<file path="src/rtl/m_control_fsm_pkg.sv">
// -----------------------------------------------------------------------------
// m_control_fsm_pkg
// Shared definitions for the M-extension mul/div sequencing controller:
//   - datapath mux select encodings (remainder R, divisor D, quotient Z,
//     multiplier operands A/B) and their widths
//   - RV32M funct3 opcodes
//   - controller state enum
//   - small funct3 classification helpers
// -----------------------------------------------------------------------------
package m_control_fsm_pkg;

    localparam int MUX_R_LENGTH    = 3;
    localparam int MUX_D_LENGTH    = 2;
    localparam int MUX_Z_LENGTH    = 2;
    localparam int MUX_MULT_LENGTH = 2;
    localparam int FUNCT3_LENGTH   = 3;

    // Remainder register select
    localparam logic [MUX_R_LENGTH-1:0] MUX_R_KEEP       = 3'd0;
    localparam logic [MUX_R_LENGTH-1:0] MUX_R_A          = 3'd1;
    localparam logic [MUX_R_LENGTH-1:0] MUX_R_A_NEG      = 3'd2;
    localparam logic [MUX_R_LENGTH-1:0] MUX_R_SUB_KEEP   = 3'd3;
    localparam logic [MUX_R_LENGTH-1:0] MUX_R_MULT_LOWER = 3'd4;

    // Divisor register select
    localparam logic [MUX_D_LENGTH-1:0] MUX_D_KEEP  = 2'd0;
    localparam logic [MUX_D_LENGTH-1:0] MUX_D_B     = 2'd1;
    localparam logic [MUX_D_LENGTH-1:0] MUX_D_B_NEG = 2'd2;
    localparam logic [MUX_D_LENGTH-1:0] MUX_D_SHR   = 2'd3;

    // Quotient register select
    localparam logic [MUX_Z_LENGTH-1:0] MUX_Z_KEEP       = 2'd0;
    localparam logic [MUX_Z_LENGTH-1:0] MUX_Z_ZERO       = 2'd1;
    localparam logic [MUX_Z_LENGTH-1:0] MUX_Z_SHL_ADD    = 2'd2;
    localparam logic [MUX_Z_LENGTH-1:0] MUX_Z_MULT_UPPER = 2'd3;

    // Multiplier operand selects (A reads R, B reads D)
    localparam logic [MUX_MULT_LENGTH-1:0] MUX_MULTA_UNSIGNED = 2'd0;
    localparam logic [MUX_MULT_LENGTH-1:0] MUX_MULTA_SIGNED   = 2'd1;
    localparam logic [MUX_MULT_LENGTH-1:0] MUX_MULTA_ZERO     = 2'd2;
    localparam logic [MUX_MULT_LENGTH-1:0] MUX_MULTB_UNSIGNED = 2'd0;
    localparam logic [MUX_MULT_LENGTH-1:0] MUX_MULTB_SIGNED   = 2'd1;
    localparam logic [MUX_MULT_LENGTH-1:0] MUX_MULTB_ZERO     = 2'd2;

    // RV32M funct3
    localparam logic [FUNCT3_LENGTH-1:0] F3_MUL    = 3'b000;
    localparam logic [FUNCT3_LENGTH-1:0] F3_MULH   = 3'b001;
    localparam logic [FUNCT3_LENGTH-1:0] F3_MULHSU = 3'b010;
    localparam logic [FUNCT3_LENGTH-1:0] F3_MULHU  = 3'b011;
    localparam logic [FUNCT3_LENGTH-1:0] F3_DIV    = 3'b100;
    localparam logic [FUNCT3_LENGTH-1:0] F3_DIVU   = 3'b101;
    localparam logic [FUNCT3_LENGTH-1:0] F3_REM    = 3'b110;
    localparam logic [FUNCT3_LENGTH-1:0] F3_REMU   = 3'b111;

    typedef enum logic [2:0] {
        ST_IDLE,
        ST_MUL_OPS,
        ST_MUL_WAIT,
        ST_MUL_CAP,
        ST_DIV_ITER,
        ST_DONE
    } state_t;

    // Any divide or remainder op.
    function automatic logic f3_is_div(input logic [FUNCT3_LENGTH-1:0] f3);
        return f3[2];
    endfunction

    // Signed divide/remainder: operands are made positive before iterating.
    function automatic logic f3_is_signed_div(input logic [FUNCT3_LENGTH-1:0] f3);
        return (f3 == F3_DIV) || (f3 == F3_REM);
    endfunction

endpackage

</file>
<file path="src/rtl/m_control_fsm_if.sv">
// -----------------------------------------------------------------------------
// m_control_fsm_if
// Bundle between the issue/datapath side (master) and the mul/div sequencing
// controller (slave).
//   Requests  : start, funct3, rs1_sign, rs2_sign, rs2_zero, kill
//   Feedback  : sub_neg (datapath subtractor sign)
//   Selects   : mux_R, mux_D, mux_Z, mux_multA, mux_multB
//   Status    : busy, done, result_sel, result_neg
// -----------------------------------------------------------------------------
interface m_control_fsm_if;
    import m_control_fsm_pkg::*;

    logic                       start;
    logic [FUNCT3_LENGTH-1:0]   funct3;
    logic                       rs1_sign;
    logic                       rs2_sign;
    logic                       rs2_zero;
    logic                       sub_neg;
    logic                       kill;

    logic [MUX_R_LENGTH-1:0]    mux_R;
    logic [MUX_D_LENGTH-1:0]    mux_D;
    logic [MUX_Z_LENGTH-1:0]    mux_Z;
    logic [MUX_MULT_LENGTH-1:0] mux_multA;
    logic [MUX_MULT_LENGTH-1:0] mux_multB;
    logic                       busy;
    logic                       done;
    logic                       result_sel;
    logic                       result_neg;

    modport master (
        output start, funct3, rs1_sign, rs2_sign, rs2_zero, sub_neg, kill,
        input  mux_R, mux_D, mux_Z, mux_multA, mux_multB,
        input  busy, done, result_sel, result_neg
    );

    modport slave (
        input  start, funct3, rs1_sign, rs2_sign, rs2_zero, sub_neg, kill,
        output mux_R, mux_D, mux_Z, mux_multA, mux_multB,
        output busy, done, result_sel, result_neg
    );

endinterface

</file>
<file path="src/rtl/m_control_fsm.sv">
// -----------------------------------------------------------------------------
// m_control_fsm
// Sequencing controller for the RV32M mul/div datapath.
//   Multiply : IDLE(load) -> MUL_OPS -> MUL_WAIT x MUL_LATENCY -> MUL_CAP -> DONE
//   Divide   : IDLE(load) -> DIV_ITER x DIV_ITERS -> DONE (restoring shift-subtract)
// Ports:
//   clk    - clock
//   reset  - synchronous active-high reset
//   bus    - m_control_fsm_if.slave: request/abort in, mux selects and
//            busy/done/result_sel/result_neg out
// -----------------------------------------------------------------------------
module m_control_fsm
    import m_control_fsm_pkg::*;
#(
    parameter int MUL_LATENCY = 1,   // >= 1
    parameter int DIV_ITERS   = 32   // equals XLEN
) (
    input  logic           clk,
    input  logic           reset,
    m_control_fsm_if.slave bus
);

    localparam int CNT_MAX = (MUL_LATENCY > DIV_ITERS) ? MUL_LATENCY : DIV_ITERS;
    localparam int CNT_W   = $clog2(CNT_MAX + 1);
    localparam logic [CNT_W-1:0] MUL_LAST = CNT_W'(MUL_LATENCY - 1);
    localparam logic [CNT_W-1:0] DIV_LAST = CNT_W'(DIV_ITERS - 1);

    state_t                     r_state;
    state_t                     w_state_next;
    logic [CNT_W-1:0]           r_cnt;
    logic [CNT_W-1:0]           w_cnt_next;
    logic                       w_accept;

    logic [FUNCT3_LENGTH-1:0]   r_funct3;
    logic                       r_rs1_sign;
    logic                       r_rs2_sign;
    logic                       r_rs2_zero;

    logic [MUX_MULT_LENGTH-1:0] w_op_a_sel;
    logic [MUX_MULT_LENGTH-1:0] w_op_b_sel;
    logic                       w_res_sel;
    logic                       w_res_neg;

    // Decode of the latched op: multiplier operand signedness and writeback flags.
    always_comb begin
        w_op_a_sel = MUX_MULTA_UNSIGNED;
        w_op_b_sel = MUX_MULTB_UNSIGNED;
        w_res_sel  = 1'b0;
        w_res_neg  = 1'b0;
        case (r_funct3)
            F3_MULH: begin
                w_op_a_sel = MUX_MULTA_SIGNED;
                w_op_b_sel = MUX_MULTB_SIGNED;
                w_res_sel  = 1'b1;
            end
            F3_MULHSU: begin
                w_op_a_sel = MUX_MULTA_SIGNED;
                w_res_sel  = 1'b1;
            end
            F3_MULHU: w_res_sel = 1'b1;
            F3_DIV: begin
                w_res_sel = 1'b1;
                // Divide by zero returns all-ones un-negated.
                w_res_neg = (r_rs1_sign ^ r_rs2_sign) & ~r_rs2_zero;
            end
            F3_DIVU: w_res_sel = 1'b1;
            F3_REM:  w_res_neg = r_rs1_sign;
            default: ;
        endcase
    end

    always_comb begin
        // NOTE: every signal written here gets a default first, so no path
        // through the case statement can leave one unassigned and infer a latch.
        w_state_next   = r_state;
        w_cnt_next     = r_cnt;
        w_accept       = 1'b0;
        bus.mux_R      = MUX_R_KEEP;
        bus.mux_D      = MUX_D_KEEP;
        bus.mux_Z      = MUX_Z_KEEP;
        bus.mux_multA  = MUX_MULTA_ZERO;
        bus.mux_multB  = MUX_MULTB_ZERO;
        bus.busy       = 1'b0;
        bus.done       = 1'b0;
        bus.result_sel = 1'b0;
        bus.result_neg = 1'b0;

        case (r_state)
            ST_IDLE: begin
                // Mealy load: operand registers are loaded from the raw request
                // in the same cycle the op is accepted.
                if (bus.start && !bus.kill) begin
                    w_accept     = 1'b1;
                    w_cnt_next   = '0;
                    w_state_next = f3_is_div(bus.funct3) ? ST_DIV_ITER : ST_MUL_OPS;
                    bus.mux_R    = (f3_is_signed_div(bus.funct3) && bus.rs1_sign)
                                   ? MUX_R_A_NEG : MUX_R_A;
                    bus.mux_D    = (f3_is_signed_div(bus.funct3) && bus.rs2_sign)
                                   ? MUX_D_B_NEG : MUX_D_B;
                    if (f3_is_div(bus.funct3)) begin
                        bus.mux_Z = MUX_Z_ZERO;
                    end
                end
            end
            ST_MUL_OPS: begin
                bus.busy      = 1'b1;
                bus.mux_multA = w_op_a_sel;
                bus.mux_multB = w_op_b_sel;
                w_cnt_next    = '0;
                w_state_next  = ST_MUL_WAIT;
            end
            ST_MUL_WAIT: begin
                bus.busy      = 1'b1;
                bus.mux_multA = w_op_a_sel;
                bus.mux_multB = w_op_b_sel;
                if (r_cnt == MUL_LAST) begin
                    w_cnt_next   = '0;
                    w_state_next = ST_MUL_CAP;
                end else begin
                    w_cnt_next = r_cnt + CNT_W'(1);
                end
            end
            ST_MUL_CAP: begin
                // Selects stay held here: the upper-half extraction depends on them.
                bus.busy      = 1'b1;
                bus.mux_multA = w_op_a_sel;
                bus.mux_multB = w_op_b_sel;
                bus.mux_R     = MUX_R_MULT_LOWER;
                bus.mux_Z     = MUX_Z_MULT_UPPER;
                w_state_next  = ST_DONE;
            end
            ST_DIV_ITER: begin
                bus.busy  = 1'b1;
                bus.mux_R = MUX_R_SUB_KEEP;
                bus.mux_Z = MUX_Z_SHL_ADD;
                bus.mux_D = MUX_D_SHR;
                if (r_cnt == DIV_LAST) begin
                    w_cnt_next   = '0;
                    w_state_next = ST_DONE;
                end else begin
                    w_cnt_next = r_cnt + CNT_W'(1);
                end
            end
            ST_DONE: begin
                bus.done     = 1'b1;
                w_state_next = ST_IDLE;
            end
            default: w_state_next = ST_IDLE;
        endcase

        if (r_state != ST_IDLE) begin
            bus.result_sel = w_res_sel;
            bus.result_neg = w_res_neg;
        end

        // Abort wins over everything, including a same-cycle start.
        if (bus.kill) begin
            w_state_next = ST_IDLE;
            w_cnt_next   = '0;
        end
    end

    always_ff @(posedge clk) begin
        if (reset) begin
            r_state    <= ST_IDLE;
            r_cnt      <= '0;
            r_funct3   <= '0;
            r_rs1_sign <= 1'b0;
            r_rs2_sign <= 1'b0;
            r_rs2_zero <= 1'b0;
        end else begin
            // NOTE: non-blocking assignments so every register samples the
            // pre-edge values and the update order inside this block is irrelevant.
            r_state <= w_state_next;
            r_cnt   <= w_cnt_next;
            if (w_accept) begin
                r_funct3   <= bus.funct3;
                r_rs1_sign <= bus.rs1_sign;
                r_rs2_sign <= bus.rs2_sign;
                r_rs2_zero <= bus.rs2_zero;
            end
        end
    end

    // sub_neg steers R and Z on every iteration; an unknown value means the
    // datapath registers were never loaded.
    a_sub_neg_known: assert property (@(posedge clk) disable iff (reset)
        (r_state == ST_DIV_ITER) |-> !$isunknown(bus.sub_neg));

endmodule

</file>
<file path="src/flat_wrapper.sv">
// flat-port wrapper written by rule: the top's interface ports become plain ports
module m_control_fsm_flat import m_control_fsm_pkg::*;
#(
    parameter int MUL_LATENCY = 1,          
    parameter int DIV_ITERS   = 32                 
)
  (clk, reset, bus_start, bus_funct3, bus_rs1_sign, bus_rs2_sign, bus_rs2_zero, bus_sub_neg, bus_kill, bus_mux_R, bus_mux_D, bus_mux_Z, bus_mux_multA, bus_mux_multB, bus_busy, bus_done, bus_result_sel, bus_result_neg);
  m_control_fsm_if bus_i ();
  input  logic clk;
  input  logic reset;
  input wire logic [$bits(bus_i.start)-1:0] bus_start;
  input wire logic [$bits(bus_i.funct3)-1:0] bus_funct3;
  input wire logic [$bits(bus_i.rs1_sign)-1:0] bus_rs1_sign;
  input wire logic [$bits(bus_i.rs2_sign)-1:0] bus_rs2_sign;
  input wire logic [$bits(bus_i.rs2_zero)-1:0] bus_rs2_zero;
  input wire logic [$bits(bus_i.sub_neg)-1:0] bus_sub_neg;
  input wire logic [$bits(bus_i.kill)-1:0] bus_kill;
  output wire logic [$bits(bus_i.mux_R)-1:0] bus_mux_R;
  output wire logic [$bits(bus_i.mux_D)-1:0] bus_mux_D;
  output wire logic [$bits(bus_i.mux_Z)-1:0] bus_mux_Z;
  output wire logic [$bits(bus_i.mux_multA)-1:0] bus_mux_multA;
  output wire logic [$bits(bus_i.mux_multB)-1:0] bus_mux_multB;
  output wire logic [$bits(bus_i.busy)-1:0] bus_busy;
  output wire logic [$bits(bus_i.done)-1:0] bus_done;
  output wire logic [$bits(bus_i.result_sel)-1:0] bus_result_sel;
  output wire logic [$bits(bus_i.result_neg)-1:0] bus_result_neg;
  assign bus_i.start = bus_start;
  assign bus_i.funct3 = bus_funct3;
  assign bus_i.rs1_sign = bus_rs1_sign;
  assign bus_i.rs2_sign = bus_rs2_sign;
  assign bus_i.rs2_zero = bus_rs2_zero;
  assign bus_i.sub_neg = bus_sub_neg;
  assign bus_i.kill = bus_kill;
  assign bus_mux_R = bus_i.mux_R;
  assign bus_mux_D = bus_i.mux_D;
  assign bus_mux_Z = bus_i.mux_Z;
  assign bus_mux_multA = bus_i.mux_multA;
  assign bus_mux_multB = bus_i.mux_multB;
  assign bus_busy = bus_i.busy;
  assign bus_done = bus_i.done;
  assign bus_result_sel = bus_i.result_sel;
  assign bus_result_neg = bus_i.result_neg;
  m_control_fsm #(.MUL_LATENCY(MUL_LATENCY), .DIV_ITERS(DIV_ITERS)) u_core (.clk(clk), .reset(reset), .bus(bus_i));
endmodule
</file>
<file path="config.mk">
export PLATFORM = sky130hd
export DESIGN_NAME = m_control_fsm_flat
export DESIGN_NICKNAME = d
export VERILOG_FILES = /design/src/rtl/m_control_fsm_pkg.sv /design/src/rtl/m_control_fsm_if.sv /design/src/rtl/m_control_fsm.sv /design/src/flat_wrapper.sv
export SDC_FILE = /design/constraint.sdc
export NUM_CORES = 1
export LEC_CHECK = 0
export ABC_AREA = 1
export CAP_MARGIN = 20
export CORE_MARGIN = 2
export CORE_UTILIZATION = 45
export DETAILED_ROUTE_END_ITERATION = 8
export PLACE_DENSITY = 0.75
export SLEW_MARGIN = 25
export SYNTH_ARGS = -nofsm -noshare
export SYNTH_HDL_FRONTEND = slang
export SYNTH_SLANG_ARGS = --single-unit
</file>
<file path="constraint.sdc">
create_clock -name clk -period 3.02 [get_ports clk]
set_input_delay 0.604 -clock clk [delete_from_list [all_inputs] [get_ports clk]]
set_output_delay 0.604 -clock clk [all_outputs]
set_load 0.01 [all_outputs]
</file>
==> After elaboration in Yosys (flattened, before gate mapping) <==
Index checks and enable logic that the tools add are counted.
{ "classes": {"addsub": 1, "eq_ne": 17, "muxes": 30, "bitwise": 3, "reduce_logical": 16} }
{ "ops": {"columns": ["op", "n"], "rows": [
  ["6-bit case mux with 4 select lines", 1],
  ["3-bit equality test, second input constant", 7],
  ["6-bit two-way mux", 3],
  ["3-bit two-way mux", 5],
  ["3-bit case mux with 5 select lines", 1],
  ["3-bit by 2-bit equality test with 1-bit output, second input constant", 4],
  ["2-bit two-way mux", 6],
  ["1-bit two-way mux", 10],
  ["3-bit case mux with 3 select lines", 1],
  ["6-bit by 1-bit adder with 6-bit output, second input constant", 1],
  ["3-bit by 1-bit equality test with 1-bit output, second input constant", 2],
  ["6-bit by 5-bit equality test with 1-bit output, second input constant", 1],
  ["6-bit logical NOT", 1],
  ["2-bit by 1-bit inequality test with 1-bit output, second input constant", 3],
  ["2-bit case mux with 3 select lines", 1],
  ["5-bit OR reduction", 1],
  ["2-bit case mux with 2 select lines", 1],
  ["4-bit nonzero test", 1],
  ["2-bit OR reduction", 2],
  ["4-bit OR reduction", 1],
  ["1-bit logical AND", 3],
  ["3-bit logical NOT", 1],
  ["3-bit AND reduction", 1],
  ["3-bit nonzero test", 1],
  ["8 further kinds", 8]
]} }
{ "word_totals": {"ff_bits": 15, "in_bits": 11, "output_inout_bits": 15, "wordCells": 73} }

==> Depth between registers and ports, before layout <==
Gate-level depths: netlist (run 1).
{ "logic_depth": {"word_depth": 6, "mapped_depth": 10, "mapped_depth_nobuf": 9} }

==> Least setup slack after synthesis (run 1) <==
OpenSTA, ideal clock, no wires.
{ "synth_path": {"path_kind": "input-to-output", "start": "input port bus_kill", "end": "output port bus_mux_Z[0]", "arrival_ns": 1.157, "required_ns": 2.416, "slack_ns": 1.259, "stages": 5, "path_buffers": 0, "cell_sequence": "inv_1 -> nand2_1 -> nor2_8 -> nand2_1 -> nand2_1"} }
{ "synth_between": {"elab_chain_cells": 4} }
{ "synth_lines": {"columns": ["item", "line", "source"], "rows": [
  ["start: declaration", "flat_wrapper.sv:17", "input wire logic [$bits(bus_i.kill)-1:0] bus_kill;"],
  ["1-bit logical NOT", "m_control_fsm.sv:92", "if (bus.start && !bus.kill) begin"],
  ["1-bit logical AND", "m_control_fsm.sv:92", null],
  ["2-bit two-way mux", "m_control_fsm.sv:92", null],
  ["2-bit case mux with 3 select lines", "m_control_fsm.sv:88", "case (r_state)"],
  ["end: declaration", "flat_wrapper.sv:20", "output wire logic [$bits(bus_i.mux_Z)-1:0] bus_mux_Z;"]
]} }
Every way passes these cells.

==> Worst setup path in the final report (run 1) <==
Same ends and word-level chain as after synthesis.

==> results_dict.tcl, run 1 <==
set metrics [dict create \
    status "finished, final reports clean" \
    dp_slack_ns 0.2579 \
    htreeDepth 1 \
    finalCriticalPeriod_ns 2.774 \
    critical_path_class "in -> out" \
    dp_cells 201 \
    nets 192 \
    insertion_delay_ns 0.29 \
    final-hold-violation-count 0 \
    avgSynthCellArea_um2 6.528 \
    routabilityCongestion 0.7977 \
    grt_pass1_wl_um 3919 \
    ios 26 \
    drc 0 \
    tritoncts "done" \
    tightest_slew_ns 0.3357 \
    setup_viol_count_final 0 \
    stdcell_count 205 \
    synth-xor-area-share_pct 0.8827 \
    finalCritPeriodShare_pct 91.86 \
    yosysSeqAreaShare_pct 30.26 \
    crit_arrival_ns 2.17 \
    first_iter_violations 30 \
    grt.overflow.total 0 \
    antenna_found_initial 0 \
    rows 16 \
    ir_drop_mv 0.2221 \
    avgViaCountPerCell 5.078 \
    tns_ns 0 \
    slew_viol_final 0 \
    cp_common_cell "nand2_1" \
    clkPwrFrac_pct 28.3 \
    layout_commonest_cell "nand2_1" \
    synth_nets 165 \
    worst_clock_skew_ns 0.0008808 \
    synth-seq-cells 15 \
    numCtsBuffers 3 \
    die_area_um2 2596 \
    layout_common_cells "32 x nand2_1, 24 x clkdlybuf4s50_1, 20 x inv_1, 20 x nor2_1, 15 x dfxtp_1" \
    drt_pass1_iterations 5 \
    hpwlAfterDp_um 1830 \
    synth_area_um2 992.2 \
    drt-total-wl_um 2306 \
    sequentialPowerShare_pct 51.0 \
    drive_gt1_share_pct 11.80 \
    yosys.area.top_type "dfxtp_1" \
    synth.area.top_cells "dfxtp_1 30%, nand2_1 12%, inv_1 7.6%" \
    worst_slack_ns 0.2458 \
    rsz0062_at_grt "no" \
    cts_hold_buffers 0 \
    power_frac_comb_pct 20.7 \
    cts_sinks 15 \
    ys.warnings.count 0 \
    crit_required_ns 2.42 \
    p_sw_uw 118.9 \
    synth_simple_gate_area_share_pct 40.35 \
    synth_top_family_by_area "simple AND/OR/NAND/NOR gates" \
    hold_path_class "reg -> reg" \
    p_int_uw 291.5 \
    wl_per_cell_um 11.25 \
    synthDistinctLibCells 26 \
    clock.fmax_ghz 0.3605 \
    io_buffers 24 \
    vias 1041 \
    slowest_delay_ns 0.53 \
    ant_nets 0 \
    path_cells "clkdlybuf4s50_1, inv_1, nand2_1, nor2_8, nand2_1, nand2_1, clkdlybuf4s50_1" \
    maxCapViolCount 0 \
    power_density_nw_per_um2 321.9 \
    grt_max_degree 12 \
    cts_root_buffer "clkbuf_4" \
    postSynthCellCount 152 \
    synthAdderAreaFrac_pct 2.522 \
    p_leak_uw 0.0005344 \
    n_antenna_cell 0 \
    relSlewSlack_pct 77.54 \
    syn_to_final_growth_pct 28.50 \
    fp.coreArea_um2 2022 \
    die_h_um 50.96 \
    switching_share_pct 28.98 \
    slowest_stage "clkdlybuf4s50_1" \
    cts_setup_buffers 0 \
    cp-end-kind "output pin" \
    clkTransAtPathRegs_ns 0.09 \
    start_kind "input pin" \
    clock_path_buffers 2 \
    track_usage_pct 20.32 \
    cts_resized 0 \
    cp_max_fo 7 \
    start_util_pct 49.07 \
    synth_top_area_share_pct 30.26 \
    synth_compound_area_share_pct 14.38 \
    grt_pass1_vias 905 \
    synth_mux_area_share_pct 0 \
    dieWidth_um 50.96 \
]
[sequential cells by signal, summed over array words and instances (netlist names)]
name,count
u_core.r_state,3
u_core.r_cnt,6
u_core.r_rs1_sign,1
u_core.r_funct3,3
u_core.r_rs2_zero,1
u_core.r_rs2_sign,1
[synthesized netlist by cell type (all sizes together)]
cell and count:
a211oi 2, a21oi 11, buf 2, dfxtp 15, ha 2, inv 25, nand2 38, nand3 13
nand4 1, nor2 24, nor3 5, nor3b 1, o211ai 2, o21ai 9, o21bai 1, xor2 1
[final timing paths]
path / start / endpoint / slack [ns] / cells past startpoint
setup / recovery: bus_kill / bus_mux_Z[0] / 0.25 / 7
hold / removal: u_core.r_rs2_zero$_SDFFE_PP0P_ / u_core.r_rs2_zero$_SDFFE_PP0P_ / 0.47 / 2
setup reg to reg: u_core.r_cnt[1]$_SDFFE_PP0P_ / u_core.r_state[2]$_SDFFE_PP0P_ / 1.62 / 7
hold reg to reg: u_core.r_rs2_zero$_SDFFE_PP0P_ / u_core.r_rs2_zero$_SDFFE_PP0P_ / 0.47 / 2
[cell type report]
| type | instances | area (µm²) |
|---|---|---|
| clock inverters | 1 | 5.005 |
| clock buffers | 3 | 22.52 |
| repair buffers | 24 | 240.2 |
| flip-flops and latches | 15 | 300.3 |
| multi-input cells | 110 | 576.8 |
| fillers | 194 | 747.0 |
| inverters | 25 | 96.34 |
| well taps | 27 | 33.78 |
[metrics by stage]
step,util [%],hold WS (ns),instance area (µm²),power [µW]
CTS,63.06,0.4670,1275,414.1
floorplan,-,0.4338,992.2,262.6
global route,63.06,0.4892,1275,433.4
global placement,61.70,0.4471,1247,296.7
detailed placement,61.70,0.4533,1247,298.3
finish,63.06,0.4668,1275,410.4
[metal layers]
layer | GRT usage (%) | wire [µm] | vias to the layer above | part of all wire (%)
met4 | 11.71 | 61 | 0 | 2.6
met2 | 31.82 | 1014 | 39 | 44
li1 | - | - | 539 | -
met5 | 0 | 0 | - | 0
met1 | 26.13 | 1050 | 456 | 46
met3 | 3.509 | 179 | 7 | 7.8
[critical path, delay by kind of cell]
kind                   cells  cell delay [ns]
buffers and inverters      3             1.03
AND/OR/NAND/NOR            4             0.53
[logic make-up (layout without fill, tap and decap cells)]
group                      Yosys count  in the layout
xor gates and xnor gates             1              1
DFF                                 15             15
adders and majority gates            2              2
AOI/OAI and AO/OA                   25             25
buffers and inverters               27             53
and+or+nand+nor                     82             82
[power by group through the flow]
| stage | sequential (µW) | clock (µW) | combinational, µW |
|---|---|---|---|
| floorplan | 212 | 0 | 50.3 |
| global placement | 213 | 0 | 83.3 |
| detailed placement | 214 | 0 | 84.4 |
| CTS | 209 | 120 | 84.8 |
| global route | 210 | 128 | 94.5 |
| finish | 209 | 116 | 84.8 |
No activity file was read; power rests on OpenSTA's default activity.
==> run 2, diff against run 1 <==
HOLD_SLACK_MARGIN = 0.1   (was not set)
==> results of run 2 <==
No change in the layout: final DEF, timing and power equal those of run 1.
==> run 3, diff against run 2 <==
CTS_CLUSTER_DIAMETER = 60   (was not set)
==> results of run 3 <==
No change in the layout: final DEF, timing and power equal those of run 1.
